<file path="src/rtl/pico_l15_bridge.sv">
// pico_l15_bridge
//   Bridges a PicoRV32 native memory port to the OpenPiton L1.5 core
//   interface. One Pico access becomes one L1.5 request. The bridge then
//   waits for the matching return and hands read data back to Pico.
//   L1.5 interrupt returns are turned into a one-cycle pico_int pulse.
//
//   Optional feature macro: PICO_L15_AMO_EN
//     defined   : a nonzero pico_mem_amo_op issues an AMO request (rqtype 6)
//     undefined : amo_op is ignored and transducer_l15_amo_op is tied to 0
//
//   Handshakes:
//     Pico side : pico_mem_valid is held until transducer_pico_mem_ready.
//                 ready is a single-cycle pulse and carries rdata.
//     L1.5 req  : transducer_l15_val stays high with stable fields until
//                 l15_transducer_ack or l15_transducer_header_ack.
//     L1.5 ret  : every l15_transducer_val cycle is consumed, so
//                 transducer_l15_req_ack follows it combinationally.
//
//   Ports:
//     clk, rst                        clock, synchronous active-high reset
//     pico_mem_*                      Pico request (valid/addr/wstrb/wdata/amo_op)
//     transducer_pico_mem_ready/rdata completion pulse and load data
//     pico_int                        interrupt pulse
//     transducer_l15_*                L1.5 request fields plus constant tie-offs
//     l15_transducer_ack/header_ack   L1.5 request accept
//     l15_transducer_val/returntype/data_0/data_1   L1.5 return
//     transducer_l15_req_ack          return consumed
//     fsm_state                       debug view: 0=IDLE 1=REQ 2=WAIT 3=RESP
module pico_l15_bridge #(
    parameter int PHY_ADDR_WIDTH = 40,
    parameter int AMO_OP_WIDTH   = 4
) (
    input  logic                      clk,
    input  logic                      rst,
    input  logic                      pico_mem_valid,
    input  logic [31:0]               pico_mem_addr,
    input  logic [3:0]                pico_mem_wstrb,
    input  logic [31:0]               pico_mem_wdata,
    input  logic [AMO_OP_WIDTH-1:0]   pico_mem_amo_op,
    input  logic                      l15_transducer_ack,
    input  logic                      l15_transducer_header_ack,
    output logic [4:0]                transducer_l15_rqtype,
    output logic [AMO_OP_WIDTH-1:0]   transducer_l15_amo_op,
    output logic [2:0]                transducer_l15_size,
    output logic                      transducer_l15_val,
    output logic [PHY_ADDR_WIDTH-1:0] transducer_l15_address,
    output logic [63:0]               transducer_l15_data,
    output logic                      transducer_l15_nc,
    output logic [0:0]                transducer_l15_threadid,
    output logic                      transducer_l15_prefetch,
    output logic                      transducer_l15_invalidate_cacheline,
    output logic                      transducer_l15_blockstore,
    output logic                      transducer_l15_blockinitstore,
    output logic [1:0]                transducer_l15_l1rplway,
    output logic [63:0]               transducer_l15_data_next_entry,
    output logic [32:0]               transducer_l15_csm_data,
    input  logic                      l15_transducer_val,
    input  logic [3:0]                l15_transducer_returntype,
    input  logic [63:0]               l15_transducer_data_0,
    input  logic [63:0]               l15_transducer_data_1,
    output logic                      transducer_pico_mem_ready,
    output logic [31:0]               transducer_pico_mem_rdata,
    output logic                      transducer_l15_req_ack,
    output logic                      pico_int,
    output logic [1:0]                fsm_state
);

    typedef enum logic [1:0] {IDLE = 2'd0, REQ = 2'd1, WAIT = 2'd2, RESP = 2'd3} state_t;

    localparam logic [4:0] RQ_LOAD    = 5'd0;
    localparam logic [4:0] RQ_STORE   = 5'd1;
    localparam logic [4:0] RQ_AMO     = 5'd6;
    localparam logic [3:0] RET_LOAD   = 4'd0;
    localparam logic [3:0] RET_ATOMIC = 4'd3;
    localparam logic [3:0] RET_ST_ACK = 4'd4;
    localparam logic [3:0] RET_INT    = 4'd7;

    function automatic logic [31:0] bswap32(input logic [31:0] w);
        return {w[7:0], w[15:8], w[23:16], w[31:24]};
    endfunction

    state_t state;
    logic   addr_bit2_q;   // selects which half of data_0 holds the word

    // Request shape: byte and aligned-halfword strobes give narrow accesses
    // whose offset is the position of the lowest enabled byte; everything
    // else (including loads) is a word-aligned 4-byte access.
    logic [2:0] dec_size;
    logic [1:0] dec_offset;
    logic       dec_amo;
    logic [4:0] dec_rqtype;

    always_comb begin
        dec_size   = 3'd2;
        dec_offset = 2'd0;
        case (pico_mem_wstrb)
            4'b0001: begin dec_size = 3'd0; dec_offset = 2'd0; end
            4'b0010: begin dec_size = 3'd0; dec_offset = 2'd1; end
            4'b0100: begin dec_size = 3'd0; dec_offset = 2'd2; end
            4'b1000: begin dec_size = 3'd0; dec_offset = 2'd3; end
            4'b0011: begin dec_size = 3'd1; dec_offset = 2'd0; end
            4'b1100: begin dec_size = 3'd1; dec_offset = 2'd2; end
            default: ;
        endcase
    end

`ifdef PICO_L15_AMO_EN
    assign dec_amo = (pico_mem_amo_op != '0);
`else
    assign dec_amo = 1'b0;
`endif

    always_comb begin
        dec_rqtype = RQ_LOAD;
        if (dec_amo)
            dec_rqtype = RQ_AMO;
        else if (pico_mem_wstrb != 4'b0000)
            dec_rqtype = RQ_STORE;
    end

    // Every return is consumed the cycle it appears, whatever the state.
    assign transducer_l15_req_ack = l15_transducer_val;
    assign fsm_state              = state;

    assign transducer_l15_threadid             = 1'b0;
    assign transducer_l15_prefetch             = 1'b0;
    assign transducer_l15_invalidate_cacheline = 1'b0;
    assign transducer_l15_blockstore           = 1'b0;
    assign transducer_l15_blockinitstore       = 1'b0;
    assign transducer_l15_l1rplway             = 2'b00;
    assign transducer_l15_data_next_entry      = 64'd0;
    assign transducer_l15_csm_data             = 33'd0;

`ifdef PICO_L15_AMO_EN
    always_ff @(posedge clk) begin
        if (rst)
            transducer_l15_amo_op <= '0;
        else if (state == IDLE && pico_mem_valid)
            transducer_l15_amo_op <= pico_mem_amo_op;
    end
`else
    assign transducer_l15_amo_op = '0;
`endif

    // Inputs that carry no information for this bridge.
    logic unused_inputs;
    assign unused_inputs = ^{l15_transducer_data_1, pico_mem_amo_op, pico_mem_addr[1:0]};

    always_ff @(posedge clk) begin
        if (rst) begin
            state                     <= IDLE;
            addr_bit2_q               <= 1'b0;
            transducer_l15_val        <= 1'b0;
            transducer_l15_rqtype     <= '0;
            transducer_l15_size       <= '0;
            transducer_l15_address    <= '0;
            transducer_l15_data       <= '0;
            transducer_l15_nc         <= 1'b0;
            transducer_pico_mem_ready <= 1'b0;
            transducer_pico_mem_rdata <= '0;
            pico_int                  <= 1'b0;
        end else begin
            // Interrupt returns are independent of the request FSM.
            pico_int <= l15_transducer_val && (l15_transducer_returntype == RET_INT);

            case (state)
                IDLE: begin
                    if (pico_mem_valid) begin
                        state                  <= REQ;
                        transducer_l15_val     <= 1'b1;
                        transducer_l15_rqtype  <= dec_rqtype;
                        transducer_l15_size    <= dec_size;
                        transducer_l15_address <= {{(PHY_ADDR_WIDTH-32){1'b0}},
                                                   pico_mem_addr[31:2], dec_offset};
                        transducer_l15_data    <= {bswap32(pico_mem_wdata), bswap32(pico_mem_wdata)};
                        transducer_l15_nc      <= pico_mem_addr[31];
                        addr_bit2_q            <= pico_mem_addr[2];
                    end
                end
                REQ: begin
                    if (l15_transducer_ack || l15_transducer_header_ack) begin
                        state              <= WAIT;
                        transducer_l15_val <= 1'b0;
                    end
                end
                WAIT: begin
                    // Anything other than a completion type is acked and dropped.
                    if (l15_transducer_val &&
                        (l15_transducer_returntype == RET_LOAD   ||
                         l15_transducer_returntype == RET_ST_ACK ||
                         l15_transducer_returntype == RET_ATOMIC)) begin
                        state                     <= RESP;
                        transducer_pico_mem_ready <= 1'b1;
                        if (l15_transducer_returntype == RET_ST_ACK)
                            transducer_pico_mem_rdata <= '0;
                        else
                            transducer_pico_mem_rdata <= bswap32(addr_bit2_q ? l15_transducer_data_0[31:0]
                                                                             : l15_transducer_data_0[63:32]);
                    end
                end
                RESP: begin
                    state                     <= IDLE;
                    transducer_pico_mem_ready <= 1'b0;
                end
                default: state <= IDLE;
            endcase
        end
    end

endmodule

</file>
<file path="config.mk">
export PLATFORM = sky130hd
export DESIGN_NAME = pico_l15_bridge
export DESIGN_NICKNAME = d
export VERILOG_FILES = /design/src/rtl/pico_l15_bridge.sv
export SDC_FILE = /design/constraint.sdc
export NUM_CORES = 1
export LEC_CHECK = 0
export ABC_AREA = 1
export CELL_PAD_IN_SITES_DETAIL_PLACEMENT = 0
export CELL_PAD_IN_SITES_GLOBAL_PLACEMENT = 1
export CORE_AREA = 2 2 183 185
export CTS_BUF_LIST = sky130_fd_sc_hd__clkbuf_4
export DETAILED_ROUTE_END_ITERATION = 10
export DIE_AREA = 0 0 185 187
export PLACE_DENSITY_LB_ADDON = 0.1
export SLEW_MARGIN = 30
export SYNTH_ARGS = -nofsm -noshare
export SYNTH_HDL_FRONTEND = slang
export SYNTH_SLANG_ARGS = --single-unit
</file>
<file path="constraint.sdc">
create_clock -name clk -period 1.3 [get_ports clk]
set_clock_uncertainty 0.05 [all_clocks]
set_input_delay 0.39 -clock clk [delete_from_list [all_inputs] [get_ports clk]]
set_output_delay 0.39 -clock clk [all_outputs]
set_load 0.03 [all_outputs]
</file>
==> out/summary.txt <==
vias per cell: 3.56
crit end category: output pin
non-filler cells, final: 1625
antenna violations before repair: 2
Setup CP Type: flop to output pin
Pwr Density: 1540 nW/um2
Die ar.: 34600 um2
Num CTS Buffers: 9
Arrival @ worst endpoint: 1120 ps
outcome: complete, but fails checks
Post-Syn Instances: 848
first-pass GRT wire length: 33.1 mm
Fmax achieved: 639 MHz
Yosys reg bits: 104
Inst Count DP: 1542
Final nets: 1384
Mapped Area: 5790 um2
Synth Area per Inst: 6.83 um2
DIE HEIGHT: 187 um
CTS tree: yes
unrepaired setup endpoints after global routing: true
core area: 32900 um2
distinct cell type count after synthesis: 25
setup violators final: 239
DR WL/cell: 14.1 um
Worst Slack Setup Final: -265 ps
via count: 5788
worst hold slack: 214 ps
Routed WL: 22.9 mm
HPWL after detailed placement: 15.1 mm
worst path required time: 860 ps
H-tree Lvls: 3
Reg area: 2330 um2
vias in the first global route: 5599
largest fanout on the critical path: 3
Slew Limit Fails: 0
min Tclk post-route: 1560 ps
Max-Cap Viols: 0
most frequent cells in the layout: 155 x buf_6, 142 x nor2_1, 137 x clkdlybuf4s50_1
multi-input logic area: 3250 um2
area grow syn2layout: 91.7%
CTS clk-pin slew, worst paths: 200 ps
Ports: 469
Die X: 185 um
gp weighted congestion: 0.669
violated checks: negative setup slack
share of layout cells above drive strength 1: 48.5%
Tcrit/Tclk final: 120%
Hold Path Class: input pin to flop
fill count: 3583
PortBufs: 277
CTS Root Cell: clkbuf_4
Tot GR Track Use: 12.5%
final hold violation count: 0
Iteration-0 DRC Markers: 135
Clock Sinks: 104
Max VDD drop: 0.000762 V
commonest non-fill, non-tap cell in the layout: buf_6
CTS Hold Buffers Added: 0
Routed Antenna Nets: 0
largest net degree at the start of global routing: 33
Final Total Pwr: 17200 uW
First-pass DRT Iterations: 4
YS warnings: 0
Pleak: 0.00511 uW
total grt overflow: 0
Setup crit start kind: flop
clock tree buffer depth: 2
part of the Yosys area used for sequential elements: 35.9%
num rows: 67
Post-route DRC: 0
starting density of the core: 17.6%
worst skew pair latency: 480 ps
[repair_timing]
action                     in CTS  in global routing
cloned                         15                  5
setup endpoints to repair     240                240
gates resized for setup       492                160
buffers inserted               24                 36
pin swaps                      27                 81
[through the flow]
step                      area, um2  TNS [ps]  util [%]  worst slack, ps
after floorplan                6330     -1120         -            -24.0
after global placement         8460    -52590      25.7             -706
after detailed placement       8460    -54110      25.7             -755
after CTS                     10500    -48470      31.8             -347
after global routing          11100    -54880      33.8             -339
final                         11100    -37720      33.8             -265
[state kept, by name (all words and copies together) (netlist names)]
name,flops
transducer_l15_nc,1
transducer_l15_val,1
fsm_state,2
transducer_l15_size,2
transducer_l15_data,32
transducer_pico_mem_ready,1
transducer_l15_address,31
transducer_pico_mem_rdata,32
transducer_l15_rqtype,1
pico_int,1
[cells by family after synthesis]
kind of cell | Yosys count | share of synthesized area [%]
flops | 104 | 35.9
other cells | 1 | 0.0647
buf+inv | 280 | 29.3
compound gates | 109 | 9.61
fa+ha+maj | 4 | 0.864
simple gates | 350 | 24.2
[routing by layer]
layer  vias up  global-route usage, %  wire length, um
met4         2                   2.38              231
met1      2604                   15.3             9660
met5         -                      0               13
li1       2944                      -                -
met2       226                   21.3            11100
met3        12                   4.42             1960
[power breakdown]
| part | total, uW | switching (uW) | internal (uW) | leakage [uW] |
|---|---|---|---|---|
| Sequential | 4660 | 661 | 4000 | 0.000908 |
| Combinational | 10700 | 5610 | 5070 | 0.00412 |
| Clock | 1820 | 1370 | 452 | 0.0000742 |
[worst paths after layout]
| check | start | endpoint | slack (ps) | cells past startpoint |
|---|---|---|---|---|
| hold / removal | rst | transducer_l15_rqtype[0] | 210 | 3 |
| setup / recovery | transducer_l15_address[2] | transducer_l15_address[2] | -260 | 2 |
| hold reg to reg | transducer_l15_address[29] | transducer_l15_address[29] | 440 | 2 |
| setup reg to reg | fsm_state[1] | transducer_pico_mem_rdata[0] | -260 | 10 |
[Yosys cell counts (all sizes together)]
cell type	count	area [um2]
a31oi	1	6.26
o22ai	1	6.26
buf	175	1300
dfxtp	104	2080
a211oi	1	7.51
nor2	227	927
nor3	1	5.00
o21ai	99	495
inv	82	308
nand4	1	6.26
clkbuf	23	86.3
conb	1	3.75
ha	4	50.1
a21oi	6	33.8
nand3	6	35.0
a21o	1	7.51
nand2	115	432
[final cells by class]
class,instances,share of cell area (%)
timing repair buffer,388,40.3
multi-input combinational,584,29.2
sequential,104,21.0
tap,448,5.05
inverter,82,2.97
clock inverter,7,0.698
clock buffer,9,0.608
timing repair inverter,1,0.101
antenna,2,0.0451
[critical path: stages, from the launching register on]
cell and delay, ps:
dfxtp_4 390, buf_12 120, buf_8 120
No activity file was read; power rests on OpenSTA's default activity.
